<file path="src/rtl/pattern_detector_moore.sv">
// -----------------------------------------------------------------------------
// pattern_detector_moore
//
// Parametrised Moore-type serial pattern detector. Accepted bits shift into a
// history register. The found flag is set on the edge where the last N
// accepted bits equal the programmed pattern. A fill counter keeps the flag
// low until N fresh bits have been seen, so the all-zero reset history can
// never match. In non-overlap mode the fill counter restarts after each match.
//
// Optional feature macro: PATTERN_DETECTOR_MATCH_COUNT_EN
//   When defined, a saturating match counter of CNT_W bits is built.
//   When undefined, count is tied to zero and clr_cnt is ignored.
//
// Parameters:
//   N        pattern length in bits (2..16)
//   PATTERN  reset/default pattern; bit N-1 is the first bit received
//   CNT_W    width of the match counter port
//
// Ports:
//   clk       rising-edge clock
//   reset     asynchronous active-low reset
//   x         serial data bit
//   en        sample qualifier; x is taken only when en=1
//   overlap   1 = overlapping matches, 0 = each match needs N fresh bits
//   pat_load  load pat_in into the pattern register (wins over en)
//   pat_in    new pattern
//   y         found flag, driven straight from a register
//   count     saturating match count (zero when the counter is not built)
//   clr_cnt   synchronous clear of count (wins over an increment)
// -----------------------------------------------------------------------------
module pattern_detector_moore #(
  parameter int unsigned    N       = 4,
  parameter logic [N-1:0]   PATTERN = 4'b1101,
  parameter int unsigned    CNT_W   = 8
) (
  input  logic             clk,
  input  logic             reset,
  input  logic             x,
  input  logic             en,
  input  logic             overlap,
  input  logic             pat_load,
  input  logic [N-1:0]     pat_in,
  output logic             y,
  output logic [CNT_W-1:0] count,
  input  logic             clr_cnt
);

  // fill must hold the value N itself, hence N+1 codes
  localparam int unsigned    FW       = $clog2(N + 1);
  localparam logic [FW-1:0]  FILL_MAX = FW'(N);
  localparam logic [FW-1:0]  FILL_ONE = FW'(1);

  logic [N-1:0]  pat_r,   pat_n;
  logic [N-1:0]  hist_r,  hist_n;
  logic [FW-1:0] fill_r,  fill_n;
  logic          found_r, found_n;

  logic [N-1:0]  h_acc_s;
  logic [FW-1:0] f_acc_s;
  logic          match_s;

  // State register for pattern, history, fill gate and found flag
  always_ff @(posedge clk or negedge reset) begin
    if (!reset) begin
      pat_r   <= PATTERN;
      hist_r  <= {N{1'b0}};
      fill_r  <= {FW{1'b0}};
      found_r <= 1'b0;
    end else begin
      pat_r   <= pat_n;
      hist_r  <= hist_n;
      fill_r  <= fill_n;
      found_r <= found_n;
    end
  end

  // Next-state logic: load beats sample, idle holds everything
  always_comb begin
    pat_n   = pat_r;
    hist_n  = hist_r;
    fill_n  = fill_r;
    found_n = found_r;
    match_s = 1'b0;
    h_acc_s = {hist_r[N-2:0], x};
    f_acc_s = (fill_r == FILL_MAX) ? FILL_MAX : (fill_r + FILL_ONE);

    if (pat_load) begin
      // A sample presented together with a load is dropped on purpose
      pat_n   = pat_in;
      fill_n  = {FW{1'b0}};
      found_n = 1'b0;
    end else if (en) begin
      match_s = (f_acc_s == FILL_MAX) && (h_acc_s == pat_r);
      hist_n  = h_acc_s;
      found_n = match_s;
      // overlap only matters on a matching edge: it decides whether the
      // bits of this match may be reused by the next one
      if (match_s && !overlap) begin
        fill_n = {FW{1'b0}};
      end else begin
        fill_n = f_acc_s;
      end
    end else begin
      hist_n = hist_r;
    end
  end

`ifdef PATTERN_DETECTOR_MATCH_COUNT_EN
  localparam logic [CNT_W-1:0] CNT_MAX = {CNT_W{1'b1}};
  localparam logic [CNT_W-1:0] CNT_ONE = CNT_W'(1);

  logic [CNT_W-1:0] count_r, count_n;

  // Match counter register, updated on the same edge as found
  always_ff @(posedge clk or negedge reset) begin
    if (!reset) begin
      count_r <= {CNT_W{1'b0}};
    end else begin
      count_r <= count_n;
    end
  end

  // Counter next value: clear beats increment, increment saturates
  always_comb begin
    count_n = count_r;
    if (clr_cnt) begin
      count_n = {CNT_W{1'b0}};
    end else if (match_s && (count_r != CNT_MAX)) begin
      count_n = count_r + CNT_ONE;
    end else begin
      count_n = count_r;
    end
  end
`else
  logic unused_clr_cnt;
  assign unused_clr_cnt = clr_cnt;
`endif

  // Outputs come straight from registers, no path from x to y
  always_comb begin
    y = found_r;
`ifdef PATTERN_DETECTOR_MATCH_COUNT_EN
    count = count_r;
`else
    count = {CNT_W{1'b0}};
`endif
  end

endmodule

</file>
<file path="config.mk">
export PLATFORM = sky130hd
export DESIGN_NAME = pattern_detector_moore
export DESIGN_NICKNAME = d
export VERILOG_FILES = /design/src/rtl/pattern_detector_moore.sv
export SDC_FILE = /design/constraint.sdc
export NUM_CORES = 1
export LEC_CHECK = 0
export CELL_PAD_IN_SITES_DETAIL_PLACEMENT = 0
export CELL_PAD_IN_SITES_GLOBAL_PLACEMENT = 1
export CORE_MARGIN = 10
export CORE_UTILIZATION = 37
export DETAILED_ROUTE_END_ITERATION = 10
export HOLD_SLACK_MARGIN = 0.08
export PLACE_DENSITY_LB_ADDON = 0.1
export SYNTH_ARGS = -nofsm -noshare
export SYNTH_HDL_FRONTEND = slang
export SYNTH_SLANG_ARGS = --single-unit
export TNS_END_PERCENT = 5
</file>
<file path="constraint.sdc">
create_clock -name clk -period 3.4 [get_ports clk]
set_input_delay 0.68 -clock clk [delete_from_list [all_inputs] [get_ports clk]]
set_output_delay 0.68 -clock clk [all_outputs]
set_load 0.05 [all_outputs]
</file>
======== After elaboration in Yosys (flattened, before gate mapping) ========
Index checks and enable logic that the tools add are counted.
cells by class
  reductions and logical operators ........ 5
  eq/ne operators ......................... 3
  add/subtract/negate cells ............... 1
  mux-type cells .......................... 6
  bitwise operators ....................... 1
operators with widths
  operator             number
  $mux 3               4
  $eq 3x3->1 const B   2
  $eq 4x4->1           1
  $add 3x1->3 const B  1
  $logic_and 1x1->1    2
  $mux 1               2
  $reduce_and 2->1     1
  $reduce_bool 2->1    1
  $logic_not 1->1      1
  $not 1->1            1
word-level totals
  output and inout port bits .............. 9
  flip-flop bits (word level) ............. 11
  word-level logic and storage cells ...... 20
  input bits .............................. 11

======== Depth between registers and ports, before layout ========
Gate-level depths: netlist (run 1).
  word-level depth ........................ 8
  gate-level depth with buffers ........... 5

======== Least setup slack after synthesis (run 1) ========
No wires, ideal clock.
  path type ............................... input to register
  from .................................... input port pat_load
  to ...................................... register hist_r[2]
  arrival ................................. 1313 ps
  stages .................................. 3
  setup slack ............................. 1962 ps
  cell sequence ........................... buf_2 > nand2b_4 > mux2_2
between the ends
  cells in the longest elaborated chain, start to end .. 2
RTL lines
  item                               RTL line  text
  start, declared                    41        input logic pat_load,
  $not 1->1 (no source line)         --
  $reduce_and 2->1 (no source line)  --
  end signal, assigned               66        hist_r <= {N{1'b0}};
  end signal, assigned               71        hist_r <= hist_n;
  end, declared                      54        logic [N-1:0] hist_r, hist_n;
Every way passes these cells.
A chain may end at the register's enable or synchronous reset.

======== Worst setup path after layout (run 1) ========
  from .................................... register found_r, in the netlist y
  to ...................................... output port y
RTL lines
  item                    RTL line  text
  start, declared         56        logic found_r, found_n;
  start signal, assigned  73        found_r <= found_n;
  end, declared           43        output logic y,
No word-level cell between the ends.

==> flow_summary_export.csv, run 1 <==
group,metric,value,unit
run_status,run_status,"finished, final reports clean",
critical_path,r2r-start,"fill_r[0]$_DFFE_PN0P_",
sta,setup_tns,0,ps
finish,num-nets-final,80,
clock_tree,clock-root-buffer,"clkbuf_4",
detailed_routing,routed_via_density,4.66,
grt,antenna_found_initial,0,
floorplan,coreArea,0.00169,mm2
critical_path,start_kind,"flop",
grt,grt_max_degree,12,
clock_tree,clkTransAtPathRegs,70,ps
sta,period_needed,2080,ps
clock_tree,numCtsBuffers,3,
critical_path,path_max_fanout,2,
critical_path,cpLargestDelayFamily,"buffers and inverters",
clock_tree,cts_tree,"built",
grt,grt_pass1_wl,1710,um
synth,synth_cells,55,
placement,dp_slack,1270,ps
critical_path,slowest_stage,"clkdlybuf4s50_1",
finish,final_layout_size_suffix_gt1_frac,0.227,
placement,io_buffers,10,
clock_tree,clk_latency,270,ps
placement,dpl-instance-area,719,um2
sta,final.setup.worst_slack,1320,ps
critical_path,cpPeakStageDelay,800,ps
floorplan,io_pins,20,
clock_tree,cts.path.max_buffers,2,
grt,grt-ovfl-total,0,
synth,postSynthAreaPerCell,11.8,um2
power_and_ir_drop,ir_drop,0.000226,V
critical_path,cp_cell_sequence,"clkdlybuf4s50_1",
detailed_routing,avgRoutedWirePerCell,13.0,um
grt,grt_pass1_vias,407,
sta,relSlewSlack,0.666,
detailed_routing,num_vias,387,
detailed_routing,drcViolationCount,0,
clock_tree,clock-sinks,11,
worst_hold_path,worstHoldPathType,"reg2reg",
power_and_ir_drop,leakagePower,0.322,nW
sta,setup_violations,0,
floorplan,dieArea,0.00383,mm2
critical_path,worstSetupEndpointType,"output pin",
finish,fin_util,0.442,
sta,min_period_over_period,0.612,
synth,synth_top_area_frac,0.309,
critical_path,critPathKind,"reg2out",
synth,ys_seq_area_frac,0.431,
synth,syn_area,648,um2
finish,seq_area,279,um2
power_and_ir_drop,p_total,0.327,mW
detailed_routing,ant_nets,0,
power_and_ir_drop,powerDensity,438,mW/mm2
critical_path,r2r_end,"fill_r[2]$_DFFE_PN0P_",
floorplan,die_h,61.9,um
finish,areaGrowthSynthToFinish,15.3,%
worst_hold_path,hold_start,"hist_r[2]$_DFFE_PN0P_",
synth,ys_top_cells_by_area,"dfrtp_1, dfstp_2, buf_4, mux2_2, xor2_1",
critical_path,required,2720,ps
finish,diodes,0,
placement,placed_cells,79,
critical_path,critPathBufInv,1,
worst_hold_path,min_path_cells,1,
finish,final_cells,83,
clock_tree,cts_setup_buffers,0,
synth,synth_top_cell_by_area,"dfrtp_1",
finish,fillerInstances,174,
detailed_routing,routed_wl,1080,um
placement,dp_hpwl,889,um
finish,design_area,747,um2
sta,tightestPinTransition,499,ps
detailed_routing,drtIter0Drc,0,
worst_hold_path,min_to,"hist_r[2]$_DFFE_PN0P_",
critical_path,worstPathArrival,1400,ps
sta,drv_slew,0,
critical_path,reg2reg_slack,1920,ps
sta,hold-worst-slack,530,ps
synth,synth-seq-cells,11,
sta,max_freq,0.480,GHz
clock_tree,cts_max_level,1,
synth,synth.distinct_cells,25,
floorplan,rows,15,
sta,rsz0062_at_grt,"false",
grt,grtUsageTotal,0.0611,
detailed_routing,first_pass_iters,1,
synth,yosysWarnings,0,
sta,hold_viol,0,
floorplan,initial_utilization,0.384,
clock_tree,cts_hold_buf,0,
floorplan,die_w,61.9,um
flow_run,max-cap-violations,0,
critical_path,ff2ff_path_depth,5,
clock_tree,postCtsResizedCells,0,
finish,multi_input_area,308,um2
placement,place_congestion,0.735,
sta,fin_skew,7.92,ps
==> synthesized netlist by cell type <==
cell,instances
a31o_1,1
a21oi_1,2
xor2_1,4
mux2_2,5
a41oi_1,1
mux2_1,2
dfstp_2,3
buf_2,1
a311o_1,1
nor3b_1,1
nand2b_4,1
mux2i_1,1
a2111oi_4,1
nor2_1,3
buf_4,8
nand2b_1,1
ha_1,2
nand3_1,1
buf_6,1
dfrtp_1,8
nand2_2,1
conb_1,1
inv_1,3
a211oi_1,1
nor2b_1,1
==> cell type report <==
| class | instances | area share |
|---|---|---|
| Tap cell | 17 | 0.0285 |
| Inverter | 3 | 0.0151 |
| Clock inverter | 1 | 0.00670 |
| Sequential cell | 11 | 0.374 |
| Clock buffer | 3 | 0.0302 |
| Multi-Input combinational cell | 38 | 0.412 |
| Timing Repair Buffer | 10 | 0.134 |
==> sequential cells by signal, indices dropped and copies added (netlist names) <==
register and flops:
hist_r 3, pat_r 4, y 1, fill_r 3
==> metal layers <==
metal	up-vias	wire, um	track usage
li1	194	-	-
met1	186	457	0.0670
met2	7	553	0.0996
met3	0	69	0.0203
met4	0	0	0.0382
met5	-	0	0
==> how the worst max path moves through the flow <==
stage	startpoint	to	cells past startpoint	slack [ps]
after floorplan	pat_load	hist_r[2]$_DFFE_PN0P_	3	1960
after global placement	pat_load	hist_r[2]$_DFFE_PN0P_	3	1260
after detailed placement	pat_load	hist_r[2]$_DFFE_PN0P_	3	1270
after CTS	y$_DFFE_PN0P_	y	1	1300
after global routing	y$_DFFE_PN0P_	y	1	1280
final	y$_DFFE_PN0P_	y	1	1320
==> power breakdown <==
| group | total [mW] | leakage, nW | internal (mW) | switching (mW) |
|---|---|---|---|---|
| sequential | 0.160 | 0.133 | 0.149 | 0.0107 |
| clock | 0.0885 | 0.0177 | 0.0435 | 0.0450 |
| combinational | 0.0789 | 0.171 | 0.0319 | 0.0469 |
| total | 0.327 | 0.322 | 0.224 | 0.103 |
==> cells by family (layout without fill, tap and decap cells) <==
family	count (synthesis)	after routing	synth area share
flops	11	11	0.431
buf+inv	13	17	0.135
other cells	1	8	0.00579
fa+ha+maj	2	2	0.0386
simple gates	9	9	0.0869
mux	8	8	0.137
xor+xnor	4	4	0.0540
compound gates	7	7	0.112
==> cell usage in the layout (no fill, tap or decap), types with 2 or more instances in the layout <==
| master | synthesis | routed |
|---|---|---|
| ha_1 | 2 | 2 |
| nor2_1 | 3 | 3 |
| mux2_1 | 2 | 2 |
| clkbuf_4 | 0 | 3 |
| a21oi_1 | 2 | 2 |
| dfrtp_1 | 8 | 8 |
| mux2_2 | 5 | 5 |
| dfstp_2 | 3 | 3 |
| clkdlybuf4s50_1 | 0 | 10 |
| conb_1 | 1 | 8 |
| xor2_1 | 4 | 4 |
| inv_1 | 3 | 3 |
No activity file was read; power rests on OpenSTA's default activity.
==> run 2, diff against run 1 <==
- CORE_ASPECT_RATIO: default -> 0.7
- CORE_UTILIZATION: 37 -> 34
- clock period: 3.4 -> 2 ns (I/O delays scaled with it)
==> flow_summary_export.csv, run 2 (synthesis gave the netlist of run 1 again) <==
group,metric,value,unit
sta,max_freq,0.551,GHz
critical_path,cp_num_cells,1,
detailed_routing,ant_nets,0,
power_and_ir_drop,leakagePower,0.329,nW
sta,relSlewSlack,0.662,
floorplan,die_h,56.5,um
sta,hold_viol,0,
finish,num-nets-final,82,
power_and_ir_drop,internal_power,0.387,mW
grt,grt_max_degree,12,
detailed_routing,num_vias,400,
power_and_ir_drop,powerDensity,735,mW/mm2
sta,rsz0062_at_grt,"false",
clock_tree,clkTransAtPathRegs,70,ps
critical_path,ff2ff_path_depth,5,
grt,grt-ovfl-total,0,
flow_run,max-cap-violations,0,
finish,final_cells,90,
placement,placed_cells,86,
grt,grt_pass1_vias,414,
clock_tree,clock-sinks,11,
floorplan,coreArea,0.00184,mm2
clock_tree,cts_setup_buffers,0,
detailed_routing,avgRoutedWirePerCell,12.4,um
critical_path,critPathLaunch,"y$_DFFE_PN0P_",
grt,antenna_found_initial,0,
run_status,run_status,"finished, final reports clean",
critical_path,critPathKind,"reg2out",
power_and_ir_drop,ir_drop,0.000410,V
critical_path,slowest_stage,"clkdlybuf4s50_1",
power_and_ir_drop,pwr-share-clk,0.273,
clock_tree,clock-root-buffer,"clkbuf_4",
finish,areaGrowthSynthToFinish,18.3,%
finish,regMostFlops,"pat_r",
finish,layout_common_cells,"clkdlybuf4s50_1, conb_1, dfrtp_1",
finish,final_common_cell,"clkdlybuf4s50_1",
floorplan,dieArea,0.00408,mm2
critical_path,r2r_end,"fill_r[2]$_DFFE_PN0P_",
clock_tree,clk_latency,270,ps
sta,fin_skew,5.85,ps
finish,diodes,0,
placement,dp_hpwl,910,um
placement,place_congestion,0.680,
clock_tree,cts.path.max_buffers,2,
clock_tree,cts_max_level,1,
finish,final_layout_size_suffix_gt1_frac,0.235,
floorplan,die_w,72.2,um
detailed_routing,drtIter0Drc,12,
sta,hold-worst-slack,464,ps
sta,setup_violations,0,
detailed_routing,routed_wl,1110,um
detailed_routing,first_pass_iters,4,
sta,drv_slew,0,
detailed_routing,drcViolationCount,0,
clock_tree,postCtsResizedCells,0,
power_and_ir_drop,swShare,0.313,
floorplan,io_pins,20,
sta,period_needed,1820,ps
grt,grt_pass1_wl,1990,um
power_and_ir_drop,pwr-share-seq,0.482,
clock_tree,numCtsBuffers,3,
critical_path,cpPeakStageDelay,810,ps
sta,min_period_over_period,0.908,
clock_tree,cts_tree,"built",
critical_path,cp_cell_sequence,"clkdlybuf4s50_1",
power_and_ir_drop,p_sw,0.176,mW
floorplan,rows,13,
critical_path,reg2reg_slack,490,ps
critical_path,cpLargestDelayFamily,"buffers and inverters",
finish,largest_reg_flops,4,
detailed_routing,routed_via_density,4.44,
placement,io_buffers,10,
critical_path,worstPathArrival,1420,ps
floorplan,initial_utilization,0.353,
worst_hold_path,worstHoldPathType,"in2async",
clock_tree,cts_hold_buf,0,
critical_path,critPathBufInv,1,
critical_path,worstSetupEndpointType,"output pin",
critical_path,start_kind,"flop",
grt,grtUsageTotal,0.0619,
critical_path,path_max_fanout,2,
critical_path,r2r-start,"fill_r[0]$_DFFE_PN0P_",
critical_path,required,1600,ps
finish,reg.largest.list,"pat_r (4), fill_r (3), hist_r (3)",
critical_path,crit_end,"y",
sta,tightestPinTransition,506,ps
power_and_ir_drop,pwr-share-comb,0.245,
sta,setup_tns,0,ps
-- run 2: power groups by stage --
stage	Clock, mW	Sequential (mW)	Combinational [mW]
final	0.154	0.272	0.138
after global routing	0.177	0.277	0.150
after CTS	0.162	0.273	0.139
after detailed placement	0	0.276	0.139
after global placement	0	0.276	0.139
after floorplan	0	0.272	0.120
-- run 2: area by class of cell --
type / instances / area, um2
fill: 191 / 1070
multi-input combinational: 38 / 308
timing repair buffer: 12 / 115
sequential: 11 / 279
tap: 22 / 27.5
inverter: 3 / 11.3
clock buffer: 4 / 26.3
-- run 2: worst min-delay path by stage --
| stage | start | to | slack (ps) | depth (start not counted) |
|---|---|---|---|---|
| after floorplan | reset | fill_r[0]$_DFFE_PN0P_ | 100 | 0 |
| after global placement | pat_r[1]$_DFFE_PN0P_ | pat_r[1]$_DFFE_PN0P_ | 520 | 1 |
| after detailed placement | hist_r[0]$_DFFE_PN0P_ | hist_r[0]$_DFFE_PN0P_ | 520 | 1 |
| after CTS | reset | hist_r[0]$_DFFE_PN0P_ | 470 | 1 |
| after global routing | reset | y$_DFFE_PN0P_ | 490 | 1 |
| final | reset | fill_r[1]$_DFFE_PN0P_ | 460 | 1 |
-- run 2: routing by layer --
| layer | track usage | routed length (um) | up-vias |
|---|---|---|---|
| met5 | 0 | 0 | - |
| met4 | 0.0165 | 0 | 0 |
| met3 | 0.0421 | 75 | 0 |
| li1 | - | - | 198 |
| met1 | 0.0768 | 547 | 190 |
| met2 | 0.0834 | 491 | 12 |
-- run 2: per-stage QoR --
stage,power (mW),utilization,instance area (um2),worst slack (ps)
floorplan,0.392,-,674,628
global placement,0.416,0.403,741,337
detailed placement,0.415,0.403,741,344
CTS,0.574,0.417,767,156
global route,0.604,0.417,767,133
finish,0.564,0.417,767,184
==> run 3, diff against run 2 <==
- CELL_PAD_IN_SITES_DETAIL_PLACEMENT: 0 -> default
- CELL_PAD_IN_SITES_GLOBAL_PLACEMENT: 1 -> default
- CORE_ASPECT_RATIO: 0.7 -> default
- CORE_UTILIZATION: 34 -> 40
==> flow_summary_export.csv, run 3 (synthesis gave the netlist of run 1 again) <==
group,metric,value,unit
critical_path,critPathKind,"reg2out",
critical_path,worstSetupEndpointType,"output pin",
clock_tree,cts_hold_buf,0,
finish,final_layout_size_suffix_gt1_frac,0.235,
grt,antenna_found_initial,0,
worst_hold_path,worstHoldPathType,"in2async",
critical_path,critPathBufInv,1,
sta,setup_tns,0,ps
placement,io_buffers,10,
sta,rsz0062_at_grt,"false",
floorplan,coreArea,0.00152,mm2
floorplan,die_h,60.3,um
sta,hold_viol,0,
placement,dp_hpwl,904,um
floorplan,dieArea,0.00363,mm2
flow_run,max-cap-violations,0,
power_and_ir_drop,pwr-share-seq,0.485,
critical_path,worstPathArrival,1420,ps
finish,fin_util,0.498,
placement,place_congestion,0.734,
critical_path,start_kind,"flop",
grt,grt_pass1_vias,430,
clock_tree,postCtsResizedCells,0,
power_and_ir_drop,swShare,0.306,
critical_path,cpPeakStageDelay,800,ps
clock_tree,cts_max_level,1,
sta,tightestPinTransition,498,ps
clock_tree,clkTransAtPathRegs,70,ps
power_and_ir_drop,pwr-share-comb,0.248,
run_status,run_status,"finished, final reports clean",
floorplan,die_w,60.3,um
clock_tree,clock-root-buffer,"clkbuf_4",
power_and_ir_drop,p_sw,0.171,mW
finish,largest_reg_flops,4,
finish,regMostFlops,"pat_r",
clock_tree,cts_tree,"built",
grt,grtUsageTotal,0.0708,
critical_path,slowest_stage,"clkdlybuf4s50_1",
sta,drv_slew,0,
detailed_routing,num_vias,399,
finish,fillerInstances,151,
finish,final_common_cell,"clkdlybuf4s50_1",
detailed_routing,ant_nets,0,
floorplan,io_pins,20,
sta,fin_skew,11.0,ps
clock_tree,clock-sinks,11,
sta,period_needed,1820,ps
finish,multi_input_area,308,um2
detailed_routing,routed_via_density,4.75,
sta,setup_violations,0,
clock_tree,cts.path.max_buffers,2,
power_and_ir_drop,powerDensity,735,mW/mm2
detailed_routing,drtIter0Drc,7,
critical_path,reg2reg_slack,500,ps
power_and_ir_drop,ir_drop,0.000594,V
power_and_ir_drop,internal_power,0.387,mW
floorplan,initial_utilization,0.425,
floorplan,rows,14,
critical_path,cpLargestDelayFamily,"buffers and inverters",
detailed_routing,routed_wl,1080,um
critical_path,cp_cell_sequence,"clkdlybuf4s50_1",
grt,grt-ovfl-total,0,
clock_tree,numCtsBuffers,3,
clock_tree,cts_setup_buffers,0,
detailed_routing,first_pass_iters,3,
grt,grt_max_degree,12,
power_and_ir_drop,pwr-share-clk,0.268,
critical_path,required,1600,ps
sta,max_freq,0.549,GHz
finish,diodes,0,
sta,min_period_over_period,0.911,
finish,areaGrowthSynthToFinish,17.2,%
finish,seq_area,279,um2
detailed_routing,avgRoutedWirePerCell,12.9,um
finish,num-nets-final,82,
detailed_routing,drcViolationCount,0,
grt,grt_pass1_wl,1900,um
clock_tree,clk_latency,270,ps
critical_path,path_max_fanout,2,
power_and_ir_drop,leakagePower,0.329,nW
sta,relSlewSlack,0.667,
finish,reg.largest.list,"pat_r (4), fill_r (3), hist_r (3)",
finish,layout_common_cells,"clkdlybuf4s50_1, conb_1, dfrtp_1",
## run 3: final timing paths
| kind | start | to | cells past startpoint |
|---|---|---|---|
| min reg2reg | hist_r[0]$_DFFE_PN0P_ | hist_r[1]$_DFFE_PN0P_ | 1 |
| min | reset | fill_r[1]$_DFFE_PN0P_ | 1 |
| max reg2reg | fill_r[0]$_DFFE_PN0P_ | fill_r[2]$_DFFE_PN0P_ | 5 |
| max in group asynchronous | reset | pat_r[3]$_DFFE_PN1P_ | 1 |
| max | y$_DFFE_PN0P_ | y | 1 |
| min in group clk | hist_r[0]$_DFFE_PN0P_ | hist_r[1]$_DFFE_PN0P_ | 1 |
## run 3: power groups by stage
stage                     registers (mW)  logic [mW]  clock network (mW)
after detailed placement           0.275       0.139                   0
after global placement             0.275       0.138                   0
after CTS                          0.271       0.139               0.158
after global routing               0.275       0.149               0.175
final                              0.270       0.138               0.149
after floorplan                    0.272       0.120                   0
## run 3: per-layer routing
metal | GRT usage | vias to the layer above | routed length, um
li1 | - | 199 | -
met1 | 0.0746 | 188 | 418
met2 | 0.109 | 10 | 565
met3 | 0.0466 | 2 | 91
met4 | 0.0288 | 0 | 5
met5 | 0 | - | 0
## run 3: area by class of cell
type	count	area share
inverter	3	0.0148
multi-input combinational	38	0.405
tap	16	0.0264
sequential	11	0.367
clock buffer	4	0.0346
timing repair buffer	12	0.152
## run 3: stage by stage
step	power (mW)	setup slack (ps)	instances	hold slack, ps	instance area, um2
floorplan	0.392	628	62	104	674
global placement	0.413	269	80	515	733
detailed placement	0.414	296	80	516	733
CTS	0.568	156	84	462	759
global route	0.599	96.8	84	471	759
finish	0.558	178	84	450	759
